`config.mk`:
```
export PLATFORM = sky130hd
export DESIGN_NAME = alu_mp_sequencer
export DESIGN_NICKNAME = d
export VERILOG_FILES = /design/src/rtl/alu_pkg.sv /design/src/rtl/alu_mp_op_decode.sv /design/src/rtl/alu_mp_sequencer.sv
export SDC_FILE = /design/constraint.sdc
export NUM_CORES = 1
export LEC_CHECK = 0
export ABC_AREA = 0
export BUFFER_PORTS_ARGS = -buffer_cell sky130_fd_sc_hd__buf_2
export CORE_ASPECT_RATIO = 0.8
export CORE_MARGIN = 4
export CORE_UTILIZATION = 35
export DETAILED_ROUTE_END_ITERATION = 8
export PLACE_DENSITY = 0.56
export SYNTH_ARGS = -nofsm -noshare
export SYNTH_HDL_FRONTEND = slang
export SYNTH_HIERARCHICAL = 1
export SYNTH_SLANG_ARGS = --single-unit
export TNS_END_PERCENT = 30
```
`constraint.sdc`:
```
create_clock -name clk -period 7.1 [get_ports clk]
set_input_delay 1.42 -clock clk [delete_from_list [all_inputs] [get_ports clk]]
set_output_delay 1.42 -clock clk [all_outputs]
set_load 0.01 [all_outputs]
```
`src/rtl/alu_pkg.sv`:
```
// Shared ALU encodings, flag positions, request opcodes and sequencer states.
// Pure declarations; no logic lives here.
package alu_pkg;

  localparam logic [3:0] ALU_HOLD = 4'd0;
  localparam logic [3:0] ALU_CMP  = 4'd2;
  localparam logic [3:0] ALU_ADD  = 4'd6;
  localparam logic [3:0] ALU_ADC  = 4'd7;
  localparam logic [3:0] ALU_SUB  = 4'd8;
  localparam logic [3:0] ALU_SBB  = 4'd9;
  localparam logic [3:0] ALU_AND  = 4'd11;
  localparam logic [3:0] ALU_OR   = 4'd12;
  localparam logic [3:0] ALU_XOR  = 4'd13;
  localparam logic [3:0] ALU_CLRF = 4'd15;

  localparam int FLAG_Z = 7;
  localparam int FLAG_S = 6;
  localparam int FLAG_C = 5;
  localparam int FLAG_V = 4;

  typedef enum logic [2:0] {
    OP_ADD = 3'd0,
    OP_SUB = 3'd1,
    OP_CMP = 3'd2,
    OP_AND = 3'd3,
    OP_OR  = 3'd4,
    OP_XOR = 3'd5
  } req_op_e;

  typedef enum logic [1:0] {
    ST_IDLE = 2'd0,
    ST_EXEC = 2'd1,
    ST_RESP = 2'd2,
    ST_CLR  = 2'd3
  } state_e;

endpackage

```
`src/rtl/alu_mp_op_decode.sv`:
```
// Maps a request opcode and word position to the ALU mode; flags opcodes 6-7 as illegal.
// Purely combinational.
module alu_mp_op_decode
  import alu_pkg::*;
(
  input  logic [2:0] op,
  input  logic       first_word,
  output logic [3:0] mode,
  output logic       illegal
);

  always_comb begin
    mode    = ALU_HOLD;
    illegal = 1'b0;
    case (op)
      OP_ADD:         mode = first_word ? ALU_ADD : ALU_ADC;
      OP_SUB, OP_CMP: mode = first_word ? ALU_SUB : ALU_SBB;
      OP_AND:         mode = ALU_AND;
      OP_OR:          mode = ALU_OR;
      OP_XOR:         mode = ALU_XOR;
      default:        illegal = 1'b1;
    endcase
  end

endmodule

```
`src/rtl/alu_mp_sequencer.sv`:
```
// Multi-precision sequencer: issues one wide op to the 8-bit ALU a word per cycle, LSW first.
// ALU_MP_SEQ_CLEAR_FLAGS_EN adds a one-cycle CLR state (alu_mode=15) before word 0.
module alu_mp_sequencer
  import alu_pkg::*;
#(
  parameter int WORD_SIZE = 8,
  parameter int NUM_WORDS = 4,
  parameter int IDX_W     = $clog2(NUM_WORDS)
) (
  input  logic                           clk,
  input  logic                           rst,
  input  logic                           req_valid,
  output logic                           req_ready,
  input  logic [2:0]                     req_op,
  input  logic [NUM_WORDS*WORD_SIZE-1:0] req_a,
  input  logic [NUM_WORDS*WORD_SIZE-1:0] req_b,
  output logic                           rsp_valid,
  input  logic                           rsp_ready,
  output logic [NUM_WORDS*WORD_SIZE-1:0] rsp_result,
  output logic [3:0]                     rsp_flags,
  output logic                           rsp_err,
  output logic [WORD_SIZE-1:0]           alu_a,
  output logic [WORD_SIZE-1:0]           alu_b,
  output logic [3:0]                     alu_mode,
  input  logic [WORD_SIZE-1:0]           alu_c,
  input  logic [7:0]                     alu_flags
);

  localparam int WIDE = NUM_WORDS * WORD_SIZE;
  localparam logic [IDX_W-1:0] LAST_IDX = IDX_W'(NUM_WORDS - 1);

  state_e          state_q, state_d;
  logic [2:0]      op_q, op_d;
  logic [WIDE-1:0] a_q, a_d, b_q, b_d, res_q, res_d;
  logic [IDX_W-1:0] idx_q, idx_d;
  logic            c_q, c_d, v_q, v_d, err_q, err_d;

  logic       in_exec, in_resp, accept, logical_op;
  logic [2:0] dec_op;
  logic [3:0] dec_mode;
  logic       dec_illegal;
  logic       unused_alu_flags;

  assign unused_alu_flags = ^{alu_flags[FLAG_Z], alu_flags[FLAG_S], alu_flags[3:0]};

  // In IDLE the decoder screens the incoming opcode; otherwise it drives the latched one.
  assign dec_op = (state_q == ST_IDLE) ? req_op : op_q;

  alu_mp_op_decode u_decode (
    .op         (dec_op),
    .first_word (idx_q == '0),
    .mode       (dec_mode),
    .illegal    (dec_illegal)
  );

  assign in_exec    = (state_q == ST_EXEC);
  assign in_resp    = (state_q == ST_RESP);
  assign req_ready  = (state_q == ST_IDLE) && !rst;
  assign accept     = req_valid && req_ready;
  assign logical_op = (op_q == OP_AND) || (op_q == OP_OR) || (op_q == OP_XOR);

  always_comb begin
    state_d = state_q;
    op_d    = op_q;
    a_d     = a_q;
    b_d     = b_q;
    res_d   = res_q;
    idx_d   = idx_q;
    c_d     = c_q;
    v_d     = v_q;
    err_d   = err_q;
    case (state_q)
      ST_IDLE: begin
        if (accept) begin
          op_d  = req_op;
          a_d   = req_a;
          b_d   = req_b;
          res_d = '0;
          idx_d = '0;
          c_d   = 1'b0;
          v_d   = 1'b0;
          err_d = dec_illegal;
`ifdef ALU_MP_SEQ_CLEAR_FLAGS_EN
          state_d = dec_illegal ? ST_RESP : ST_CLR;
`else
          state_d = dec_illegal ? ST_RESP : ST_EXEC;
`endif
        end
      end
`ifdef ALU_MP_SEQ_CLEAR_FLAGS_EN
      ST_CLR: state_d = ST_EXEC;
`endif
      ST_EXEC: begin
        res_d[int'(idx_q)*WORD_SIZE +: WORD_SIZE] = alu_c;
        c_d = alu_flags[FLAG_C];
        v_d = alu_flags[FLAG_V];
        if (idx_q == LAST_IDX) begin
          idx_d   = '0;
          state_d = ST_RESP;
        end else begin
          idx_d = idx_q + 1'b1;
        end
      end
      ST_RESP: begin
        if (rsp_ready) state_d = ST_IDLE;
      end
      default: state_d = ST_IDLE;
    endcase
  end

  always_ff @(posedge clk or posedge rst) begin
    if (rst) begin
      state_q <= ST_IDLE;
      op_q    <= '0;
      a_q     <= '0;
      b_q     <= '0;
      res_q   <= '0;
      idx_q   <= '0;
      c_q     <= 1'b0;
      v_q     <= 1'b0;
      err_q   <= 1'b0;
    end else begin
      state_q <= state_d;
      op_q    <= op_d;
      a_q     <= a_d;
      b_q     <= b_d;
      res_q   <= res_d;
      idx_q   <= idx_d;
      c_q     <= c_d;
      v_q     <= v_d;
      err_q   <= err_d;
    end
  end

  assign alu_a = in_exec ? a_q[int'(idx_q)*WORD_SIZE +: WORD_SIZE] : '0;
  assign alu_b = in_exec ? b_q[int'(idx_q)*WORD_SIZE +: WORD_SIZE] : '0;

  always_comb begin
    alu_mode = ALU_HOLD;
    if (in_exec) alu_mode = dec_mode;
`ifdef ALU_MP_SEQ_CLEAR_FLAGS_EN
    if (state_q == ST_CLR) alu_mode = ALU_CLRF;
`endif
  end

  // res_q holds the A-B difference for CMP, so Z/S come from it while A is returned.
  assign rsp_valid  = in_resp;
  assign rsp_err    = in_resp && err_q;
  assign rsp_result = !in_resp ? '0 : (op_q == OP_CMP) ? a_q : res_q;

  always_comb begin
    rsp_flags = 4'b0000;
    if (in_resp) begin
      if (err_q) rsp_flags = 4'b1000;
      else       rsp_flags = {(res_q == '0), res_q[WIDE-1],
                              c_q && !logical_op, v_q && !logical_op};
    end
  end

endmodule

```
==> impl_metrics.yaml, run 1 <==
clock_network:
  cts-root-buf: "clkbuf_16"
  clock_sinks: 106
  cts_buffer_depth: 2
  cts_hold_buf: 0
  cts_resized: 0
  cts_buffers: 9
  htreeDepth: 3
  clkLatencyLatePin_ns: 0.35
  cts_tree: "built"
  clkTransAtPathRegs_ns: 0.08
  post_cts_buffers: 0
worst_setup_path:
  arrival_ns: 2.59
  path_cells: "inv_1, ha_1, a21boi_0, mux2i_1, and2_1, buf_2"
  crit_family: "flip-flops"
  endpoint_kind: "output port"
  cp_slowest_cell: "dfrtp_1"
  crit_required_ns: 5.68
  timing_worst_setup_path_type: "flop to output port"
  critical_path.max_stage_delay_ns: 1.02
  critPathLaunchType: "flop"
  critPathBufInv: 2
  crit_fanout: 20
global_route:
  antenna_found_initial: 2
  grt_pass1_vias: 4240
  grt_first_pass_wirelength_um: 24640
  grt_overflow: 0
  track_usage: 0.1822
  grt_start_max_net_pins: 81
timing:
  maxSlewHeadroom: 0.3143
  slew_violations: 0
  layout_worst_path_cycle_share: 0.5643
  fmax_mhz: 249.6
  rsz0062_at_grt: "no"
  whs_ns: 0.5070
  tightest_slew_ns: 1.029
  min_period_ns: 4.007
  fin_setup_tns_ns: 0
  fin_worst_skew_ns: 0.007037
  setup_viol: 0
  hold_viol: 0
drt:
  remaining_drc_errors: 0
  wl_per_cell_um: 20.05
  drt_wl_total_um: 15360
  drt_first_pass_iters: 5
  ant_nets: 0
  vias: 4079
  vias_per_cell: 5.325
  drt_first_iter_violations: 294
pwr:
  p_per_area_mw_per_mm2: 418.7
  p_leak_nw: 2.925
  ir_drop_v: 0.0002268
die:
  coreArea_mm2: 0.01454
  num_rows: 39
  fp.dieW_um: 145.3
  die_height_um: 117.9
  design.die.area_mm2: 0.01713
  start_util: 0.3631
  pin_count: 146
layout:
  area_growth_pct: 21.94
  final_core_util: 0.4428
  final_nets: 669
  drive_above_1_share: 0.4372
logic_synthesis:
  synth_edf_count: 0
  synth_most_common_cell: "dfrtp_1"
  synth_flop_cell: "dfrtp_1"
  yosysSeqAreaShare: 0.5024
  synthCells: 448
  synth.top_cells.by_area: "dfrtp_1 (50%), mux2_2 (14%), mux4_2 (6.8%), nand2_1 (5.5%), a22o_1 (5.3%)"
  post-synth-top-area-fraction: 0.5024
  synth_area_leader_cell: "dfrtp_1"
  ys_ff_latch: 106
  netlist-cell-type-count: 37
  syn_nets: 541
  async_flop_share: 1.000
  synth_area_mm2: 0.005280
  synth_warnings: 6
  synthTopCellsByCount: "dfrtp_1 (106), nand2_1 (77), mux2_2 (67)"
  syn_area_per_cell_um2: 11.79
run:
  maxCapViolCount: 0
placement:
  io_buffer_count: 139
  globalplace.congestion: 0.8451
  hpwl_um: 11100
worst_hold_path:
  hp-class: "flop to flop"
run_status:
  outcome: "finished clean"
## stage by stage
stage / total power [mW] / instances / cell area (um2) / worst slack, ns
global placement: 2.181 / 749 / 6138 / 3.273
CTS: 2.724 / 765 / 6436 / 3.064
global route: 2.892 / 766 / 6439 / 2.848
finish: 2.696 / 766 / 6439 / 3.093
floorplan: 1.860 / 448 / 5280 / 2.891
detailed placement: 2.215 / 749 / 6138 / 3.247
## routing by layer
metal / global-route usage / up-vias / share of wire
met5: 0 / - / 0.00078
met4: 0.04982 / 2 / 0.020
met3: 0.05350 / 21 / 0.070
met2: 0.2655 / 144 / 0.44
met1: 0.2647 / 2043 / 0.47
li1: - / 1869 / -
## path summary, 6_finish.rpt
check | start | to | slack [ns] | depth (start not counted)
worst max register to register | idx_q[1] | res_q[14] | 4.44 | 5
min in group asynchronous | rst | b_q[27] | 1.10 | 2
worst min register to register | b_q[19] | b_q[19] | 0.51 | 1
worst max-delay path | idx_q[1] | alu_mode[0] | 3.09 | 6
max in group asynchronous | rst | a_q[15] | 4.70 | 3
worst min-delay path | b_q[19] | b_q[19] | 0.51 | 1
## layout by cell type, fill, tap and decap left out, types with 3 or more instances in the layout
master / synthesis / routed
a21oi_1: 39 / 39
a22o_1: 32 / 32
and2_1: 22 / 22
buf_2: 9 / 139
buf_4: 1 / 6
clkbuf_16: 0 / 9
dfrtp_1: 106 / 106
ha_1: 6 / 6
inv_1: 7 / 6
mux2_2: 67 / 67
mux4_2: 16 / 16
nand2_1: 77 / 77
nand2b_1: 5 / 5
nor2_1: 4 / 4
nor4_1: 8 / 8
nor4_4: 3 / 3
o21ai_0: 5 / 5
## where the power goes
group / leakage [nW] / internal, mW / switching (mW)
clock network: 0.145 / 0.263 / 0.235
logic: 1.46 / 0.570 / 0.551
registers: 1.32 / 0.859 / 0.218
## kinds of logic (layout without fill, tap and decap cells)
group,Yosys count,count (layout),share of synthesized area
XOR/XNOR,1,1,0.001659
flip-flops,106,106,0.5024
AND/OR/NAND/NOR,133,133,0.1351
other,0,1,0
AO/OA/AOI/OAI,82,82,0.1033
multiplexers,85,85,0.2152
adder cells (fa/ha/maj),6,6,0.01422
buffers and inverters,35,168,0.02820
## cell type report
class | count | area (um2)
Antenna cell | 1 | 2.502
Clock buffer | 11 | 252.7
Clock inverter | 5 | 45.04
Fill cell | 1404 | 8103
Inverter | 7 | 28.78
Multi-Input combinational cell | 307 | 2486
Sequential cell | 106 | 2653
Tap cell | 184 | 230.2
Timing Repair Buffer | 145 | 740.7
## flip-flops by register name, summed over array words and instances, names as in the netlist
name / flops
a_q: 32
b_q: 32
c_q: 1
err_q: 1
idx_q: 2
op_q: 3
res_q: 32
state_q: 2
v_q: 1
## worst register-to-register path, cell delays in order, from the launching register on
cell and delay [ns]:
dfrtp_1 1.02, inv_1 0.24, ha_1 0.52, nand2_1 0.13, nor4_4 0.46, a22o_1 0.22
Power figures use the tool's default switching activity.
==> inputs of run 2 (changes only) <==
--- a/config.mk
+++ b/config.mk
@@ -5,13 +5,13 @@
 export SDC_FILE = /design/constraint.sdc
 export NUM_CORES = 1
 export LEC_CHECK = 0
-export ABC_AREA = 0
+export ABC_AREA = 1
 export BUFFER_PORTS_ARGS = -buffer_cell sky130_fd_sc_hd__buf_2
 export CORE_ASPECT_RATIO = 0.8
 export CORE_MARGIN = 4
 export CORE_UTILIZATION = 35
 export DETAILED_ROUTE_END_ITERATION = 8
-export PLACE_DENSITY = 0.56
+export PLACE_DENSITY = 0.58
 export SYNTH_ARGS = -nofsm -noshare
 export SYNTH_HDL_FRONTEND = slang
 export SYNTH_HIERARCHICAL = 1
==> constraint.sdc (replaced) <==
create_clock -name clk -period 3.3 [get_ports clk]
set_input_delay 0.66 -clock clk [delete_from_list [all_inputs] [get_ports clk]]
set_output_delay 0.66 -clock clk [all_outputs]
set_load 0.01 [all_outputs]
==> run 2 against run 1 <==
Final cell count grew 39%. Clock-buffer cell count grew 1. Core utilization shrank 0.29 points. Worst hold slack worse by 0.027 ns.
==> impl_metrics.yaml, run 2 <==
run_status:
  outcome: "finished clean"
timing:
  setup_viol: 0
  fin_worst_skew_ns: 0.006748
  fmax_mhz: 337.8
  tightest_slew_ns: 0.6949
  layout_worst_path_cycle_share: 0.8970
  fin_setup_tns_ns: 0
  setup_slack_ns: 0.3399
  min_period_ns: 2.960
  maxSlewHeadroom: 0.5362
  slew_violations: 0
  rsz0062_at_grt: "no"
  hold_viol: 0
layout:
  final_cell_mix: "buf_2 (139), inv_1 (125), o21ai_0 (113)"
  area_growth_pct: 21.45
  final_nets: 938
  top_regs: "a_q: 32 flops, b_q: 32 flops, res_q: 32 flops"
  drive_above_1_share: 0.2059
  final_common_cell: "buf_2"
  fin_area_mm2: 0.006715
global_route:
  track_usage: 0.1890
  grt_start_max_net_pins: 128
  grt_first_pass_wirelength_um: 26280
  antenna_found_initial: 3
  grt_overflow: 0
  grt_pass1_vias: 4739
drt:
  drt_wl_total_um: 16980
  vias: 5089
  wl_met3_um: 1636
  drt_first_pass_iters: 5
  remaining_drc_errors: 0
  wl_met2_um: 6933
  drt_first_iter_violations: 335
  ant_nets: 0
  highest_layer: "met5"
  wl_met1_um: 8269
  wl_per_cell_um: 16.00
  vias_per_cell: 4.796
logic_synthesis:
  synth_flop_cell: "dfrtp_1"
  async_flop_share: 1.000
  synth.top_cells.by_area: "dfrtp_1 (48%), o21ai_0 (10%), inv_1 (8.6%), nand2_1 (6.9%), a21oi_1 (6.1%)"
  netlist-cell-type-count: 25
  syn_area_per_cell_um2: 7.626
  synth_area_leader_cell: "dfrtp_1"
  synth_edf_count: 0
  post-synth-top-area-fraction: 0.4797
  synth_most_common_cell: "inv_1"
  synthTopCellsByCount: "inv_1 (126), o21ai_0 (113), dfrtp_1 (106)"
  yosysSeqAreaShare: 0.4797
  synth_area_mm2: 0.005529
  syn_nets: 818
  ys_ff_latch: 106
  synthCells: 725
  synth_warnings: 6
worst_setup_path:
  cpMostUsedCell: "inv_1"
  crit_family: "buffers and inverters"
  timing_worst_setup_path_type: "flop to output port"
  path_cells: "inv_1, nand2_1, inv_1, buf_4, o21ai_0, a21oi_1, buf_2"
  r2r-end: "res_q[14]"
  worst_r2r_path_depth: 8
  cp_num_cells: 7
  critPathBufInv: 4
  reg2reg_from: "idx_q[0]"
  r2r_slack_ns: 1.26
  endpoint_kind: "output port"
  cp-startpoint: "state_q[0]"
  cp_slowest_cell: "inv_1"
  crit_fanout: 23
  crit_required_ns: 2.64
  critPathLaunchType: "flop"
  crit_path_end: "rsp_result[27]"
  arrival_ns: 2.30
  critical_path.max_stage_delay_ns: 0.55
clock_network:
  cts_buffer_depth: 2
  htreeDepth: 3
  post_cts_buffers: 0
  cts_hold_buf: 0
  cts_tree: "built"
  clkLatencyLatePin_ns: 0.34
  clkTransAtPathRegs_ns: 0.07
  cts_buffers: 9
  cts-root-buf: "clkbuf_16"
  cts_resized: 0
  clock_sinks: 106
worst_hold_path:
  hp-class: "flop to flop"
placement:
  globalplace.congestion: 0.8461
  io_buffer_count: 139
  dpl_worst_slack_ns: 0.6004
  hpwl_um: 12420
  place_area_mm2: 0.006375
die:
  coreArea_mm2: 0.01526
  die_height_um: 120.4
  start_util: 0.3622
  fp.dieW_um: 148.5
  design.die.area_mm2: 0.01788
  num_rows: 40
  pin_count: 146
pwr:
  pwr-share-seq: 0.375
  p_per_area_mw_per_mm2: 858.2
  power.switching_mw: 2.447
  p_clk_frac: 0.205
  ir_drop_v: 0.0003605
  switching_share: 0.4246
  combPwrFrac: 0.420
  internal-power_mw: 3.316
  p_leak_nw: 3.501
run:
  maxCapViolCount: 0
-- run 2: cell count changes after synthesis, moves of 22 or more --
cell and change:
nand2_1 +25, nor2_1 +78, a21oi_1 +28, o21ai_0 +108, o22ai_1 +25, a22o_1 -32, and2_1 -22, mux2_2 -67
inv_1 +119
-- run 2: worst min-delay path by stage --
stage,start,to,cells past startpoint
3_3_place_gp,b_q[10],b_q[10],2
4_1_cts,b_q[10],b_q[10],2
2_1_floorplan,b_q[10],b_q[10],2
6_report,b_q[31],b_q[31],2
5_1_grt,rsp_ready,state_q[1],2
3_5_place_dp,b_q[28],b_q[28],2
-- run 2: power by group through the flow --
stage / logic [mW] / clock network (mW) / registers (mW)
6_report: 2.42 / 1.18 / 2.16
5_1_grt: 2.78 / 1.27 / 2.22
4_1_cts: 2.42 / 1.21 / 2.16
3_5_place_dp: 2.42 / 0 / 2.18
3_3_place_gp: 2.39 / 0 / 2.17
2_1_floorplan: 1.70 / 0 / 2.05
-- run 2: tightest hold or removal path: cells and delay by family (launching register included) --
kind             cells  cell delay, ns
AND/OR/NAND/NOR      1            0.05
flip-flops           1            0.34
AO/OA/AOI/OAI        1            0.06
-- run 2: per-layer routing --
| metal | vias to the layer above | GRT usage |
|---|---|---|
| met4 | 4 | 0.02827 |
| met1 | 2305 | 0.2927 |
| met3 | 15 | 0.05470 |
| met2 | 194 | 0.2645 |
| li1 | 2571 | - |
| met5 | - | 0 |
-- run 2: metrics by stage --
stage                     hold slack, ns  utilization  instances  power, mW
after floorplan                   0.4478            -        725      3.758
after global placement            0.4625       0.4176       1044      4.564
after detailed placement          0.4698       0.4176       1044      4.598
after CTS                         0.4869       0.4393       1060      5.800
after global routing              0.5043       0.4399       1061      6.270
final                             0.4803       0.4399       1061      5.763
-- run 2: final cells by class --
cell class                 count  area (um2)
clock inverter                 4       73.82
tap                          210       262.8
inverter                     128       484.2
fill                        1634        8549
clock buffer                  12       256.5
multi-input combinational    453        2190
timing repair buffer         147       793.3
antenna                        1       2.502
sequential                   106        2653
-- run 2: logic make-up after synthesis --
| kind of cell | synth area share |
|---|---|
| AO/OA/AOI/OAI | 0.2191 |
| AND/OR/NAND/NOR | 0.1611 |
| buffers and inverters | 0.1265 |
| flip-flops | 0.4797 |
| adder cells (fa/ha/maj) | 0.01358 |
==> inputs of run 3 (changes only) <==
--- a/config.mk
+++ b/config.mk
@@ -5,13 +5,13 @@
 export SDC_FILE = /design/constraint.sdc
 export NUM_CORES = 1
 export LEC_CHECK = 0
-export ABC_AREA = 1
 export BUFFER_PORTS_ARGS = -buffer_cell sky130_fd_sc_hd__buf_2
 export CORE_ASPECT_RATIO = 0.8
 export CORE_MARGIN = 4
 export CORE_UTILIZATION = 35
 export DETAILED_ROUTE_END_ITERATION = 8
 export PLACE_DENSITY = 0.58
+export REMOVE_ABC_BUFFERS = 1
 export SYNTH_ARGS = -nofsm -noshare
 export SYNTH_HDL_FRONTEND = slang
 export SYNTH_HIERARCHICAL = 1
==> run 3 against run 2 <==
Maximum frequency barely moved. Via count is 22% lower. Cell area down 3.5%. Power increased by 0.84%. Clock power fell by 7%. Critical path type unchanged. Critical path depth fell by 1. First-iteration DRC count decreased by 60%. Clock skew down 0.00054 ns.
==> impl_metrics.yaml, run 3 (same netlist as run 1, synthesis figures left out) <==
layout:
  final_nets: 672
  top_regs: "a_q: 32 flops, b_q: 32 flops, res_q: 32 flops"
  multi_input_area_mm2: 0.002486
  fillCellCount: 1424
  area_growth_pct: 22.68
  final_core_util: 0.4454
  drive_above_1_share: 0.4418
  final_common_cell: "buf_2"
  diodes: 0
  ff_latch_area_mm2: 0.002654
  final_cell_mix: "buf_2 (139), dfrtp_1 (105), nand2_1 (77)"
clock_network:
  cts_hold_buf: 0
  clkTransAtPathRegs_ns: 0.07
  cts-root-buf: "clkbuf_16"
  cts_buffers: 9
  cts_buffer_depth: 2
  post_cts_buffers: 0
  clkLatencyLatePin_ns: 0.35
  clock_sinks: 106
  htreeDepth: 3
  cts_resized: 0
  cts_tree: "built"
worst_setup_path:
  timing_worst_setup_path_type: "flop to output port"
  arrival_ns: 2.30
  crit_fanout: 13
  crit_required_ns: 2.64
  critPathLaunchType: "flop"
  endpoint_kind: "output port"
timing:
  fmax_mhz: 337.7
  maxSlewHeadroom: 0.4199
  slew_violations: 0
  tightest_slew_ns: 0.8701
  layout_worst_path_cycle_share: 0.8974
  fin_worst_skew_ns: 0.006210
  setup_viol: 0
  hold_viol: 0
  fin_setup_tns_ns: 0
  rsz0062_at_grt: "no"
  min_period_ns: 2.961
global_route:
  grt_pass1_vias: 4131
  grt_use_met1: 0.2304
  use_met3: 0.05042
  grt_start_max_net_pins: 71
  antenna_found_initial: 0
  top_usage_layer: "met2"
  grtUsageMet2: 0.2714
  grt_first_pass_wirelength_um: 23170
  track_usage: 0.1698
  grt_overflow: 0
drt:
  vias_per_cell: 5.198
  wl_per_cell_um: 18.69
  remaining_drc_errors: 0
  drt_wl_total_um: 14360
  drt_first_pass_iters: 4
  ant_nets: 0
  vias: 3992
  drt_first_iter_violations: 135
run_status:
  outcome: "finished clean"
pwr:
  ir_drop_v: 0.0003839
  p_per_area_mw_per_mm2: 897.2
  power_mw: 5.812
  p_leak_nw: 2.939
placement:
  hpwl_um: 10300
  io_buffer_count: 139
  globalplace.congestion: 0.8034
die:
  num_rows: 39
  fp.dieW_um: 145.3
  start_util: 0.3631
  pin_count: 146
  coreArea_mm2: 0.01454
  design.die.area_mm2: 0.01713
  die_height_um: 117.9
worst_hold_path:
  hp-class: "input port to asynchronous set/reset pin"
run:
  maxCapViolCount: 0
run 3: cell types whose count changed in the layout (fill, tap and decap cells not counted), moves of 28 or more:
cell     change
inv_1      -119
o21ai_0    -108
nor2_1      -78
mux2_2      +67
a22o_1      +32
a21oi_1     -28
run 3: power breakdown:
part | switching, mW | leakage [nW] | total, mW | internal, mW
Sequential | 0.444 | 1.32 | 2.30 | 1.85
Combinational | 1.18 | 1.48 | 2.42 | 1.24
Clock | 0.505 | 0.140 | 1.10 | 0.594
run 3: cell type report:
class                   count  area share
clock buffers               9     0.03477
clock inverters             7     0.01198
inverters                   7    0.004443
multi-input cells         307      0.3838
flip-flops and latches    106      0.4097
well taps                 184     0.03554
repair buffers            148      0.1198
run 3: path summary, 6_finish.rpt:
check	startpoint	end	slack (ns)	cells after the start
max	idx_q[0]	alu_mode[0]	0.34	6
min	rst	b_q[4]	0.37	2
max reg2reg	idx_q[0]	res_q[14]	0.92	5
min reg2reg	b_q[27]	b_q[27]	0.51	1
max in group asynchronous	rst	idx_q[0]	2.14	3
min in group clk	b_q[27]	b_q[27]	0.51	1
run 3: worst max-delay path, cell delays in order (launching register included):
cell and delay, ns:
dfrtp_2 0.71, inv_1 0.25, ha_1 0.40, a21boi_0 0.17
mux2i_1 0.15, and2_1 0.13, buf_2 0.13
run 3: layer usage:
layer / wire length [um] / up-vias / part of all wire
met5: 0 / - / 0
met4: 129 / 0 / 0.0090
met3: 885 / 10 / 0.062
met2: 6723 / 112 / 0.47
met1: 6618 / 1992 / 0.46
li1: - / 1878 / -
run 3: stage by stage:
step	instances	setup WS, ns	hold WS, ns	area (um2)
2_1_floorplan	420	-0.7167	0.4751	5157
3_3_place_gp	752	0.7077	0.4852	6175
3_5_place_dp	752	0.6758	0.4899	6175
4_1_cts	768	0.2785	0.3760	6477
5_1_grt	768	0.1490	0.4055	6477
6_report	768	0.3387	0.3723	6477
